===== src/rtl/branch_predict_tracker.sv =====
// Tracks in-flight branches between fetch, the predictor and execute resolution.
// Optional statistics counters are enabled with the BP_TRACK_STAT_EN macro.
module branch_predict_tracker #(
  parameter int unsigned LOW_ADDR_WIDTH = 8,
  parameter int unsigned DEPTH          = 4
) (
  input  logic                              clk,
  input  logic                              rst_n,
  input  logic                              fetch_valid,
  input  logic [LOW_ADDR_WIDTH-1:0]         fetch_addr,
  output logic                              fetch_ready,
  output logic                              bp_predict_valid,
  output logic [LOW_ADDR_WIDTH-1:0]         bp_predict_addr,
  input  logic                              bp_predict_result,
  output logic                              pred_valid,
  output logic                              pred_taken,
  input  logic                              resolve_valid,
  input  logic                              resolve_taken,
  output logic                              resolve_ready,
  output logic                              bp_renew_valid,
  output logic [LOW_ADDR_WIDTH-1:0]         bp_renew_addr,
  output logic                              bp_last_predict,
  output logic                              bp_renew_result,
  output logic                              mispredict,
  output logic [$clog2(DEPTH):0]            inflight_count,
  output logic [15:0]                       stat_resolved,
  output logic [15:0]                       stat_mispredict
);

  localparam int unsigned PW = $clog2(DEPTH);
  localparam int unsigned CW = PW + 1;

  typedef enum logic [1:0] {
    EMPTY     = 2'd0,
    WAIT_PRED = 2'd1,
    PREDICTED = 2'd2
  } entry_state_e;

  entry_state_e                           state_q [DEPTH];
  entry_state_e                           state_d [DEPTH];
  logic [DEPTH-1:0][LOW_ADDR_WIDTH-1:0]   addr_q;
  logic [DEPTH-1:0]                       pred_q;
  logic [PW-1:0]                          head_q, head_d;
  logic [PW-1:0]                          tail_q, tail_d;
  logic [CW-1:0]                          count_q, count_d;

  logic accept;
  logic resolve;
  logic flush;
  logic head_pred;
  logic wait_any;

  // Handshakes; a mispredicting resolve blocks fetch so nothing lands in a flushed slot.
  always_comb begin
    head_pred     = pred_q[head_q];
    resolve_ready = rst_n && (state_q[head_q] == PREDICTED);
    resolve       = resolve_valid && resolve_ready;
    flush         = resolve && (resolve_taken != head_pred);
    fetch_ready   = rst_n && (count_q < CW'(DEPTH)) && !flush;
    accept        = fetch_valid && fetch_ready;
    wait_any      = 1'b0;
    for (int i = 0; i < int'(DEPTH); i++) begin
      if (state_q[i] == WAIT_PRED) wait_any = 1'b1;
    end
  end

  assign bp_predict_valid = accept;
  assign bp_predict_addr  = fetch_addr;
  // The predictor answer is forwarded in the WAIT_PRED cycle unless that entry is being flushed.
  assign pred_valid       = wait_any && !flush;
  assign pred_taken       = pred_valid && bp_predict_result;
  assign inflight_count   = count_q;

  // Entry next-state and pointer bookkeeping
  always_comb begin
    for (int i = 0; i < int'(DEPTH); i++) begin
      state_d[i] = state_q[i];
      if (state_q[i] == WAIT_PRED) state_d[i] = PREDICTED;
    end
    head_d  = head_q;
    tail_d  = tail_q;
    count_d = count_q;
    if (resolve) begin
      state_d[head_q] = EMPTY;
      head_d          = head_q + PW'(1);
    end
    if (flush) begin
      for (int i = 0; i < int'(DEPTH); i++) state_d[i] = EMPTY;
      tail_d  = head_q + PW'(1);
      count_d = '0;
    end else begin
      if (accept) begin
        state_d[tail_q] = WAIT_PRED;
        tail_d          = tail_q + PW'(1);
      end
      count_d = count_q + CW'(accept) - CW'(resolve);
    end
  end

  always_ff @(posedge clk or negedge rst_n) begin
    if (!rst_n) begin
      for (int i = 0; i < int'(DEPTH); i++) state_q[i] <= EMPTY;
      head_q  <= '0;
      tail_q  <= '0;
      count_q <= '0;
    end else begin
      for (int i = 0; i < int'(DEPTH); i++) state_q[i] <= state_d[i];
      head_q  <= head_d;
      tail_q  <= tail_d;
      count_q <= count_d;
    end
  end

  // Entry payload: address on accept, prediction during WAIT_PRED
  always_ff @(posedge clk or negedge rst_n) begin
    if (!rst_n) begin
      addr_q <= '0;
      pred_q <= '0;
    end else begin
      if (accept) addr_q[tail_q] <= fetch_addr;
      for (int i = 0; i < int'(DEPTH); i++) begin
        if (state_q[i] == WAIT_PRED) pred_q[i] <= bp_predict_result;
      end
    end
  end

  // Predictor update and mispredict pulse, one cycle after resolve
  always_ff @(posedge clk or negedge rst_n) begin
    if (!rst_n) begin
      bp_renew_valid  <= 1'b0;
      bp_renew_addr   <= '0;
      bp_last_predict <= 1'b0;
      bp_renew_result <= 1'b0;
      mispredict      <= 1'b0;
    end else begin
      bp_renew_valid <= resolve;
      mispredict     <= flush;
      if (resolve) begin
        bp_renew_addr   <= addr_q[head_q];
        bp_last_predict <= head_pred;
        bp_renew_result <= resolve_taken;
      end
    end
  end

`ifdef BP_TRACK_STAT_EN
  // Saturating resolve / mispredict counters
  always_ff @(posedge clk or negedge rst_n) begin
    if (!rst_n) begin
      stat_resolved   <= '0;
      stat_mispredict <= '0;
    end else begin
      if (resolve && (stat_resolved != 16'hFFFF)) stat_resolved <= stat_resolved + 16'd1;
      if (flush && (stat_mispredict != 16'hFFFF)) stat_mispredict <= stat_mispredict + 16'd1;
    end
  end
`else
  assign stat_resolved   = 16'd0;
  assign stat_mispredict = 16'd0;
`endif

endmodule


===== config.mk =====
export PLATFORM = sky130hd
export DESIGN_NAME = branch_predict_tracker
export DESIGN_NICKNAME = d
export VERILOG_FILES = /design/src/rtl/branch_predict_tracker.sv
export SDC_FILE = /design/constraint.sdc
export NUM_CORES = 1
export LEC_CHECK = 0
export CAP_MARGIN = 20
export CORE_ASPECT_RATIO = 0.6
export CORE_MARGIN = 2
export CORE_UTILIZATION = 45
export CTS_CLUSTER_SIZE = 14
export DETAILED_ROUTE_END_ITERATION = 7
export HOLD_SLACK_MARGIN = 0.1
export PLACE_DENSITY_LB_ADDON = 0.05
export SLEW_MARGIN = 20
export SYNTH_ARGS = -nofsm -noshare
export SYNTH_HDL_FRONTEND = slang
export SYNTH_SLANG_ARGS = --single-unit

===== constraint.sdc =====
create_clock -name clk -period 2.8 [get_ports clk]
set_clock_uncertainty 0.05 [all_clocks]
set_input_delay 0.28 -clock clk [delete_from_list [all_inputs] [get_ports clk]]
set_output_delay 0.28 -clock clk [all_outputs]
set_load 0.005 [all_outputs]

* After elaboration in Yosys (flattened, before gate mapping)
Index checks and enable logic that the tools add are counted.
** Storage, ports and cells
- Bits in registers :: 63
- Word-level logic and storage cells :: 86
- Bits of input ports :: 14
- Output and inout bits :: 60
** Operators by class
- Add/subtract/negate cells :: 4
- Eq/ne operators :: 6
- Reduce and logical (&&, ||, !) cells :: 13
- $lt $le $gt $ge :: 8
- Multiplexer cells :: 28
- Bitwise gates (word level) :: 7
** Operators with widths (number)
- $mux W8 :: 5
- $bwmux W32 :: 1
- $mux W2 :: 10
- $bmux W8 S2 :: 1
- $demux W8 S2 :: 1
- $logic_and A1 B1 Y1 :: 11
- $and A8 B8 Y8 :: 1
- $demux W2 S2 :: 2
- $eq A2 B1 Y1 const B :: 4
- $not A8 Y8 :: 1
- $ge A3 B3 Y1 const B :: 2
- $lt A2 B3 Y1 const B :: 2
- $lt A3 B1 Y1 const B :: 2
- $not A2 Y3 :: 2
- $mux W1 :: 5
- $add A2 B1 Y2 const B :: 2
- $and A4 B4 Y4 :: 1
- $bmux W2 S2 :: 1
- $not A4 Y4 :: 1
- $or A4 B4 Y4 :: 1
- $add A3 B1 Y3 :: 1
- $lt A3 B3 Y1 const B :: 1
- $mux W3 :: 1
- $sub A3 B1 Y3 :: 1
- other kinds (6) :: 6

* Longest topological paths before layout
Gate-level depths: netlist of run 1.
- Word-level depth :: 14
- Depth in mapped cells :: 15
- Mapped depth without buffers :: 12

* Worst setup path before layout of run 1
No wires, ideal clock.
- Kind :: reg-to-reg
- From :: register head_q[0]
- To :: register count_q[2], in the netlist inflight_count[2]
- Setup time :: 119 ps
- Slack :: -185 ps
- Cell stages (with the launch flop) :: 15
- Arrival :: 2816 ps
- Data required time :: 2631 ps
- Clock period less this slack :: 2985 ps
- Path buffers :: 2
- Path through :: dfrtp_1 inv_1 mux4_2 buf_2 nand2_2 inv_2 buf_2 ha_1 inv_1 ha_1 inv_1 fa_1 xor2_1 xnor2_1 nor2_1
** On the way
- Cells in the longest elaborated chain, start to end :: 14
- Elaborated cells on any way between the ends :: 17
- Those cells by class :: add/sub (2); eq/ne (2); mux (6); bitwise (1); reduce/logical (6)
** Ends and longest elaborated chain
- start: declaration :: line 43 : logic [PW-1:0] head_q, head_d;
- start signal: assignment :: line 103 : head_q <= '0;
- start signal: assignment :: line 108 : head_q <= head_d;
- $not A2 Y3 (not written as such) (*) :: line 56 : resolve_ready = rst_n && (state_q[head_q] == PREDICTED);
- $bmux W2 S2 (*) :: line 56
- $mux W2 (not written as such) (*) (2 in a row) :: line 56
- $eq A2 B2 Y1 (*) :: line 56
- $logic_and A1 B1 Y1 (*) :: line 56
- $logic_and A1 B1 Y1 (*) :: line 57 : resolve = resolve_valid && resolve_ready;
- via resolve :: line 48 : logic resolve;
- $logic_and A1 B1 Y1 :: line 58 : flush = resolve && (resolve_taken != head_pred);
- $logic_not A1 Y1 :: line 59 : fetch_ready = rst_n && (count_q < CW'(DEPTH)) && !flush;
- $logic_and A1 B1 Y1 :: line 59
- $logic_and A1 B1 Y1 :: line 60 : accept = fetch_valid && fetch_ready;
- $add A3 B1 Y3 :: line 96 : count_d = count_q + CW'(accept) - CW'(resolve);
- $sub A3 B1 Y3 :: line 96
- $mux W3 (*) :: line 87 : if (flush) begin
- via count_d[2] :: line 45 : logic [CW-1:0] count_q, count_d;
- end signal: assignment :: line 110 : count_q <= count_d;
- end: declaration :: line 45
Mark *: on every way through the listed nets, which the timed path passes. The rest lies on a longest branch. The select of a mux whose other input is x is not followed.
A chain may end at the register's enable or synchronous reset.

* Final worst setup path of run 1
- From :: register head_q[0]
- To :: output port pred_taken
** On the way
- Cells in the longest elaborated chain, start to end :: 11
- Elaborated cells on any way between the ends :: 14
- Those cells by class :: eq/ne (2); mux (5); bitwise (1); reduce/logical (6)
** Ends and longest elaborated chain
- $not A2 Y3 (not written as such) :: line 56
- $bmux W2 S2 :: line 56
- $mux W2 (not written as such) (2 in a row) :: line 56
- $eq A2 B2 Y1 :: line 56
- $logic_and A1 B1 Y1 :: line 56
- $logic_and A1 B1 Y1 :: line 57
- $logic_and A1 B1 Y1 (*) :: line 58
- $logic_not A1 Y1 (*) :: line 70 : assign pred_valid = wait_any && !flush;
- $logic_and A1 B1 Y1 (*) :: line 70
- $logic_and A1 B1 Y1 (*) :: line 71 : assign pred_taken = pred_valid && bp_predict_result;
- end: declaration :: line 16 : output logic pred_taken,
Mark *: on every way between the ends. The rest lies on a longest branch, timed or not. The select of a mux whose other input is x is not followed.

==> results of run 1 <==
routing by layer:
metal	global-route usage (%)	part of all wire [%]	vias to the layer above	wire length [µm]
li1	-	-	910	-
met1	28.5	51	998	3360
met2	23.2	41	68	2660
met3	7.64	7.1	6	467
met4	4.82	0.92	0	60
met5	0	0	-	0
synthesized netlist by cell type, drive strengths merged:
| master | instances | area (µm²) |
|---|---|---|
| nor4 | 1 | 6.26 |
| and3b | 1 | 8.76 |
| mux2 | 46 | 518 |
| conb | 1 | 3.75 |
| nor2b | 10 | 62.6 |
| xnor2 | 2 | 17.5 |
| and2 | 3 | 18.8 |
| ha | 10 | 125 |
| xor2 | 2 | 17.5 |
| and3 | 1 | 6.26 |
| nand2 | 6 | 25.0 |
| o21ai | 2 | 10.0 |
| a311oi | 4 | 35.0 |
| o22ai | 1 | 6.26 |
| fa | 1 | 20.0 |
| buf | 47 | 353 |
| clkbuf | 1 | 3.75 |
| mux4 | 10 | 233 |
| mux2i | 2 | 20.0 |
| nand3 | 1 | 5.00 |
| dfrtp | 63 | 1580 |
| inv | 8 | 30.0 |
| nor2 | 7 | 26.3 |
| a21oi | 1 | 5.00 |
| nor3b | 1 | 7.51 |
| o221a | 4 | 45.0 |
| a22oi | 4 | 30.0 |
| nand4 | 1 | 6.26 |
| a31oi | 5 | 91.3 |
cells in the final DEF (no fill, tap or decap), types with 2 or more instances in the layout:
master and instances:
sky130_fd_sc_hd__a22oi_1 4, sky130_fd_sc_hd__a311oi_1 4, sky130_fd_sc_hd__a31oi_4 4, sky130_fd_sc_hd__and2_1 3, sky130_fd_sc_hd__buf_4 15, sky130_fd_sc_hd__buf_6 2, sky130_fd_sc_hd__clkbuf_1 3, sky130_fd_sc_hd__clkbuf_16 9
sky130_fd_sc_hd__clkdlybuf4s50_1 39, sky130_fd_sc_hd__conb_1 32, sky130_fd_sc_hd__dfrtp_1 63, sky130_fd_sc_hd__ha_1 8, sky130_fd_sc_hd__inv_1 5, sky130_fd_sc_hd__inv_2 2, sky130_fd_sc_hd__mux2_2 45, sky130_fd_sc_hd__mux2i_1 2
sky130_fd_sc_hd__mux4_1 2, sky130_fd_sc_hd__mux4_2 8, sky130_fd_sc_hd__nand2_1 5, sky130_fd_sc_hd__nor2_1 7, sky130_fd_sc_hd__nor2b_1 9, sky130_fd_sc_hd__o21ai_0 2, sky130_fd_sc_hd__o221a_2 4, sky130_fd_sc_hd__xnor2_1 2
sky130_fd_sc_hd__xor2_2 2
cell families after synthesis:
logic type      after synthesis  synth area share, %
flops                        63                 47.6
compound gates               21                 6.72
buf+inv                      56                 11.7
fa+ha+maj                    11                 4.38
simple gates                 32                 5.21
other cells                   1                0.113
xor+xnor                      4                 1.06
mux                          58                 23.3
sequential cells by signal, summed over array words and instances (netlist names):
signal / count
state_q: 8
tail_q: 2
mispredict: 1
pred_q: 4
head_q: 2
addr_q: 32
bp_last_predict: 1
bp_renew_valid: 1
inflight_count: 3
bp_renew_result: 1
bp_renew_addr: 8
final timing paths:
check	cells past startpoint	end	start	slack (ns)
min in group clk	1	addr_q[18]$_DFFE_PN0P_	addr_q[18]$_DFFE_PN0P_	0.44
min	3	addr_q[21]$_DFFE_PN0P_	rst_n	0.38
max reg2reg	13	inflight_count[2]$_DFF_PN0_	head_q[0]$_DFFE_PN0N_	0.14
max in group asynchronous	4	pred_q[0]$_DFFE_PN0P_	rst_n	1.41
min reg2reg	1	addr_q[18]$_DFFE_PN0P_	addr_q[18]$_DFFE_PN0P_	0.44
max	6	pred_taken	head_q[0]$_DFFE_PN0N_	0.07
metrics by stage:
step	std cells	power (mW)	setup slack, ns	util [%]	hold WS, ns
floorplan	277	2.86	0.0263	-	-0.0656
global placement	373	3.41	0.192	51.6	0.211
detailed placement	373	3.41	0.150	51.6	0.208
CTS	393	4.59	0.0232	56.2	0.395
global route	395	4.92	-0.0256	56.8	0.411
finish	395	4.61	0.0698	56.8	0.382
where the power goes:
| group | switching [mW] | internal (mW) |
|---|---|---|
| logic | 0.830 | 1.12 |
| clock network | 0.382 | 0.712 |
| registers | 0.237 | 1.33 |
timing repair:
item                       4_1_cts  5_1_grt
hold endpoints to repair        11        0
pin swaps                        0        2
setup buffers                    3        2
hold buffers                     1        0
gates resized for setup          2        6
setup endpoints to repair        3        3
worst max-delay path: stages (launching register included):
cell	delay [ns]
sky130_fd_sc_hd__dfrtp_1	0.41
sky130_fd_sc_hd__inv_2	0.11
sky130_fd_sc_hd__mux4_2	0.57
sky130_fd_sc_hd__buf_6	0.19
sky130_fd_sc_hd__a31oi_2	0.16
sky130_fd_sc_hd__and2_1	0.15
sky130_fd_sc_hd__clkdlybuf4s50_1	0.49
cell type report:
type	count	area (µm²)	share of cell area [%]
Multi-Input combinational cell	158	1530	37.4
Inverter	8	32.5	0.794
Tap cell	91	114	2.78
Timing Repair Buffer	59	549	13.4
Clock inverter	3	42.5	1.04
Sequential cell	63	1580	38.5
Clock buffer	13	250	6.11
==> qor_table.md, run 1 <==
| Quantity | Value |
| --- | --- |
| Number of placed I/O pins | 74 |
| Total routing resource utilization after global routing | 18.4% |
| DRT antenna net count | 0 |
| Maxcap violations | 0 |
| Detailed-route via count | 1982 |
| Pwr dens | 1130 nW/µm² |
| Run status | complete, no violations |
| TritonCTS clock tree | built |
| Number of nets in the layout | 324 |
| P_leak | 1.79 nW |
| Worst VDD drop | 0.497 mV |
| CP Max Fanout | 7 |
| Gate count after technology mapping | 246 |
| Worst-case clock buffer depth | 2 |
| Pre-antenna DRT Iters | 4 |
| Highest attainable clock frequency | 366 MHz |
| Initial core utilization | 46.0% |
| Total non-filler cell area in the finished layout | 4100 µm² |
| Fraction of final layout cells sized beyond drive strength 1 | 34.2% |
| 1st-iter DRT viols | 86 |
| H-tree depth | 3 |
| Data required time of the critical path | 2.47 ns |
| RSZ-0062 raised after global routing | yes |
| Worst Setup Start Kind | register |
| Insertion delay of the later-clocked pin in the worst-skew pair | 0.33 ns |
| HPWL reported at the end of detailed placement | 4.53 mm |
| Post-Syn Area per Cell | 13.5 µm² |
| Share of the yosys chip area belonging to registers | 47.6% |
| Routability Congestion | 0.837 |
| Unique cell type count in the Yosys netlist | 37 |
| Largest net degree at the start of global routing | 53 |
| Worst min-delay path class | primary input to async pin |
| Setup violation total in the final timing report | 0 |
| Die area | 8090 µm² |
| WL per Instance | 16.6 µm |
| Minimum clock period | 2.73 ns |
| Cell Area, Placed | 3720 µm² |
| Diode count | 0 |
| GRT overflow | 0 |
| Worst Setup End Kind | output port |
| Final-layout setup total negative slack | 0 ns |
| Routed Wire Length | 6.55 mm |
| DRC viols | 0 |
| Post-synthesis instance area | 3310 µm² |
| Number of pins with negative max-slew slack in the final report | 0 |
| Number of placement rows | 24 |
| Number of sinks driven by the clock tree | 63 |
| Clock transition time at the flip-flop clock pins of the worst setup and hold paths | 0.05 ns |
| YS warnings | 0 |
| Fill count | 600 |
| Crit path DAT | 2.40 ns |
| Tcrit/Tclk final | 97.5% |
| Worst slew pin tran | 0.668 ns |
| Port Buffer Count | 41 |
| Wire length of the first global-routing pass | 10.8 mm |
| Number of global-route vias before repair | 1979 |
| Type of the worst setup path | register to output port |
| Height of the die | 70.5 µm |
| Overall die width | 115 µm |
| Max-slew headroom | 55.4% |
| Core box area | 7210 µm² |
| Layout Area Growth over Synthesis | 23.6% |
| Number of antenna violations at the first check in global routing | 0 |
| Root buffer cell | sky130_fd_sc_hd__clkbuf_16 |
| Via density per instance | 5.02 |
| Number of buffers created by CTS | 9 |
| Post-synthesis register bit count | 63 |
| Hold Fails Final Rpt | 0 |
(Power assumes the default switching activity.)
==> run 2, diff against run 1 <==
--- a/config.mk
+++ b/config.mk
@@ -7,8 +7,8 @@
 export LEC_CHECK = 0
 export CAP_MARGIN = 20
 export CORE_ASPECT_RATIO = 0.6
-export CORE_MARGIN = 2
 export CORE_UTILIZATION = 45
+export CTS_BUF_LIST = sky130_fd_sc_hd__clkbuf_4
 export CTS_CLUSTER_SIZE = 14
 export DETAILED_ROUTE_END_ITERATION = 7
 export HOLD_SLACK_MARGIN = 0.1
==> qor_table.md, run 2 (same netlist as run 1, synthesis figures left out) <==
| Quantity | Value | Delta |
| --- | --- | --- |
| Run status | complete, no violations |  |
| Number of pins with negative max-slew slack in the final report | 0 | unchanged |
| Number of global-route vias before repair | 1969 | -0.51% |
| Root buffer cell | sky130_fd_sc_hd__clkbuf_4 |  |
| Reg-to-reg slack, setup | 0.11 ns | -0.03 ns |
| Reg2Reg Depth | 13 | unchanged |
| Diode count | 0 | unchanged |
| Highest attainable clock frequency | 371 MHz | +1.4% |
| Cells along the critical path | nor2b_1 > mux4_2 > buf_6 > nand2_8 > inv_4 > ha_1 > inv_1 > ha_1 > inv_1 > fa_2 > xor2_1 > xnor2_1 > nor2_1 |  |
| Number of buffers created by CTS | 9 | unchanged |
| Final core utilization | 58.0% | +1.1 points |
| Number of sinks driven by the clock tree | 63 | unchanged |
| CP Max Fanout | 5 | -2 |
| Most frequent standard cell in the layout excluding fill and tap cells | sky130_fd_sc_hd__dfrtp_1 |  |
| Regs by FF count | addr_q (32), bp_renew_addr (8), state_q (8) |  |
| Data required time of the critical path | 3.06 ns | +0.59 ns |
| TritonCTS clock tree | built |  |
| Detailed-route via count | 2040 | +2.9% |
| Slowest cell delay on critical path | 0.54 ns | -0.03 ns |
| Crit path setup slack, layout | 0.107 ns | +0.0369 ns |
| DRT antenna net count | 0 | unchanged |
| Height of the die | 68.5 µm | -2.8% |
| Endpoint of the worst-slack reg-to-reg timing path | inflight_count[2]$_DFF_PN0_ |  |
| Setup violation total in the final timing report | 0 | unchanged |
| Final Power | 4.18 mW | -9.5% |
| Die area | 7720 µm² | -4.5% |
| Initial core utilization | 48.2% | +2.2 points |
| Maxcap violations | 0 | unchanged |
| Crit path DAT | 2.95 ns | +0.55 ns |
| Max-slew headroom | 65.7% | +10 points |
| Worst Setup End Kind | register |  |
| Fill count | 579 | -3.5% |
| Worst VDD drop | 0.428 mV | -14% |
| Largest net degree at the start of global routing | 41 | -23% |
| Max reg flops | 32 | unchanged |
| Number of placed I/O pins | 74 | unchanged |
| Insertion delay of the later-clocked pin in the worst-skew pair | 0.41 ns | +0.08 ns |
| Type of the worst setup path | register to register |  |
| Top library cells by usage in the layout, fill and taps aside | sky130_fd_sc_hd__dfrtp_1, sky130_fd_sc_hd__mux2_2, sky130_fd_sc_hd__clkdlybuf4s50_1 |  |
| Total routing resource utilization after global routing | 19.5% | +1.2 points |
| Number of nets in the layout | 332 | +2.5% |
| Largest register by flop count | addr_q |  |
| 1st-iter DRT viols | 119 | +38% |
| Placement-stage worst setup slack | 0.140 ns | -0.00943 ns |
| Pre-antenna DRT Iters | 4 | unchanged |
| GRT overflow | 0 | unchanged |
| Routability Congestion | 0.816 | -2.5% |
| Hold Fails Final Rpt | 0 | unchanged |
| Overall die width | 113 µm | -1.7% |
| Launch instance of the worst register-to-register path | state_q[7]$_DFF_PN0_ |  |
| Number of antenna violations at the first check in global routing | 0 | unchanged |
| Fraction of final layout cells sized beyond drive strength 1 | 35.9% | +1.7 points |
| RSZ-0062 raised after global routing | yes |  |
| HPWL reported at the end of detailed placement | 4.66 mm | +3.0% |
| Layout Area Growth over Synthesis | 20.4% |  |
| Worst hold slack across all endpoints | 0.424 ns | +0.0426 ns |
| Pwr dens | 1050 nW/µm² | -7.0% |
| WL per Instance | 16.8 µm | +1.1% |
| Worst-case clock buffer depth | 2 | unchanged |
| Number of placement rows | 23 | -4.2% |
| Worst path slowest cell | sky130_fd_sc_hd__mux4_2 |  |
| Port Buffer Count | 41 | unchanged |
| P_leak | 1.82 nW | +1.8% |
| Core box area | 6880 µm² | -4.6% |
| H-tree depth | 3 | unchanged |
| Via density per instance | 5.11 | +1.9% |
| Final-layout setup total negative slack | 0 ns | unchanged |
| DRC viols | 0 | unchanged |
| Tcrit/Tclk final | 96.2% | -1.3 points |
| Clock transition time at the flip-flop clock pins of the worst setup and hold paths | 0.10 ns | +0.05 ns |
| Routed Wire Length | 6.69 mm | +2.1% |
| Worst slew pin tran | 0.510 ns | -0.158 ns |
| Worst min-delay path class | primary input to async pin |  |
| Minimum clock period | 2.69 ns | -0.0369 ns |
| Worst Setup Start Kind | register |  |
| Wire length of the first global-routing pass | 10.8 mm | unchanged |
## run 2: cell types whose count changed in the layout (fill, tap and decap cells not counted), moves of 2 or more
cell	before	now
sky130_fd_sc_hd__clkdlybuf4s50_1	39	35
sky130_fd_sc_hd__clkbuf_1	3	0
sky130_fd_sc_hd__xor2_2	2	0
sky130_fd_sc_hd__buf_4	15	23
sky130_fd_sc_hd__clkbuf_4	0	11
sky130_fd_sc_hd__ha_1	8	10
sky130_fd_sc_hd__clkinv_2	1	5
sky130_fd_sc_hd__clkbuf_16	9	0
sky130_fd_sc_hd__dlymetal6s2s_1	0	3
## run 2: stage by stage
step / std cells / area, µm²
detailed placement: 370 / 3720
floorplan: 277 / 3480
global route: 399 / 3990
global placement: 370 / 3720
finish: 399 / 3990
CTS: 389 / 3870
## run 2: layer usage
metal	track usage (%)	up-vias	routed length (µm)
met2	26.9	81	2570
met4	6.50	0	87
met3	7.26	9	441
li1	-	933	-
met5	0	-	0
met1	28.1	1017	3590
## run 2: final cells by class
class / count / area (µm²) / share of cell area, %
sequential: 63 / 1580 / 39.5
multi-input combinational: 158 / 1540 / 38.5
timing repair buffer: 67 / 626 / 15.7
tap: 87 / 109 / 2.73
clock buffer: 11 / 82.6 / 2.07
inverter: 8 / 32.5 / 0.816
clock inverter: 5 / 25.0 / 0.628
## run 2: worst max path at each step
stage | start | endpoint | slack (ns) | depth (start not counted)
after floorplan | head_q[0]$_DFFE_PN0N_ | inflight_count[2]$_DFF_PN0_ | 0.03 | 12
after global placement | head_q[0]$_DFFE_PN0N_ | inflight_count[2]$_DFF_PN0_ | 0.21 | 12
after detailed placement | head_q[0]$_DFFE_PN0N_ | inflight_count[2]$_DFF_PN0_ | 0.14 | 12
after CTS | head_q[0]$_DFFE_PN0N_ | pred_taken | -0.1 | 5
after global routing | state_q[1]$_DFF_PN0_ | inflight_count[2]$_DFF_PN0_ | -0.02 | 13
final | state_q[7]$_DFF_PN0_ | inflight_count[2]$_DFF_PN0_ | 0.11 | 13
## run 2: timing repair
item / 4_1_cts / 5_1_grt
endpoints found under the setup margin: 5 / 3
hold buffers: 1 / 0
endpoints found under the hold margin: 63 / 0
gates cloned: 0 / 0
buffers inserted: 2 / 10
pin swaps: 0 / 4
gates resized for setup: 5 / 10
## run 2: worst max-delay path: cells and delay by family (launching register included)
family,cells,cell delay (ns)
mux,1,0.54
simple gates,3,0.28
fa+ha+maj,3,0.71
flops,1,0.42
buf+inv,4,0.28
xor+xnor,2,0.30
## run 2: report_power, final
group | switching, mW | total (mW) | internal, mW
registers | 0.242 | 1.57 | 1.33
logic | 0.875 | 2.09 | 1.21
clock network | 0.325 | 0.520 | 0.195
total | 1.44 | 4.18 | 2.73
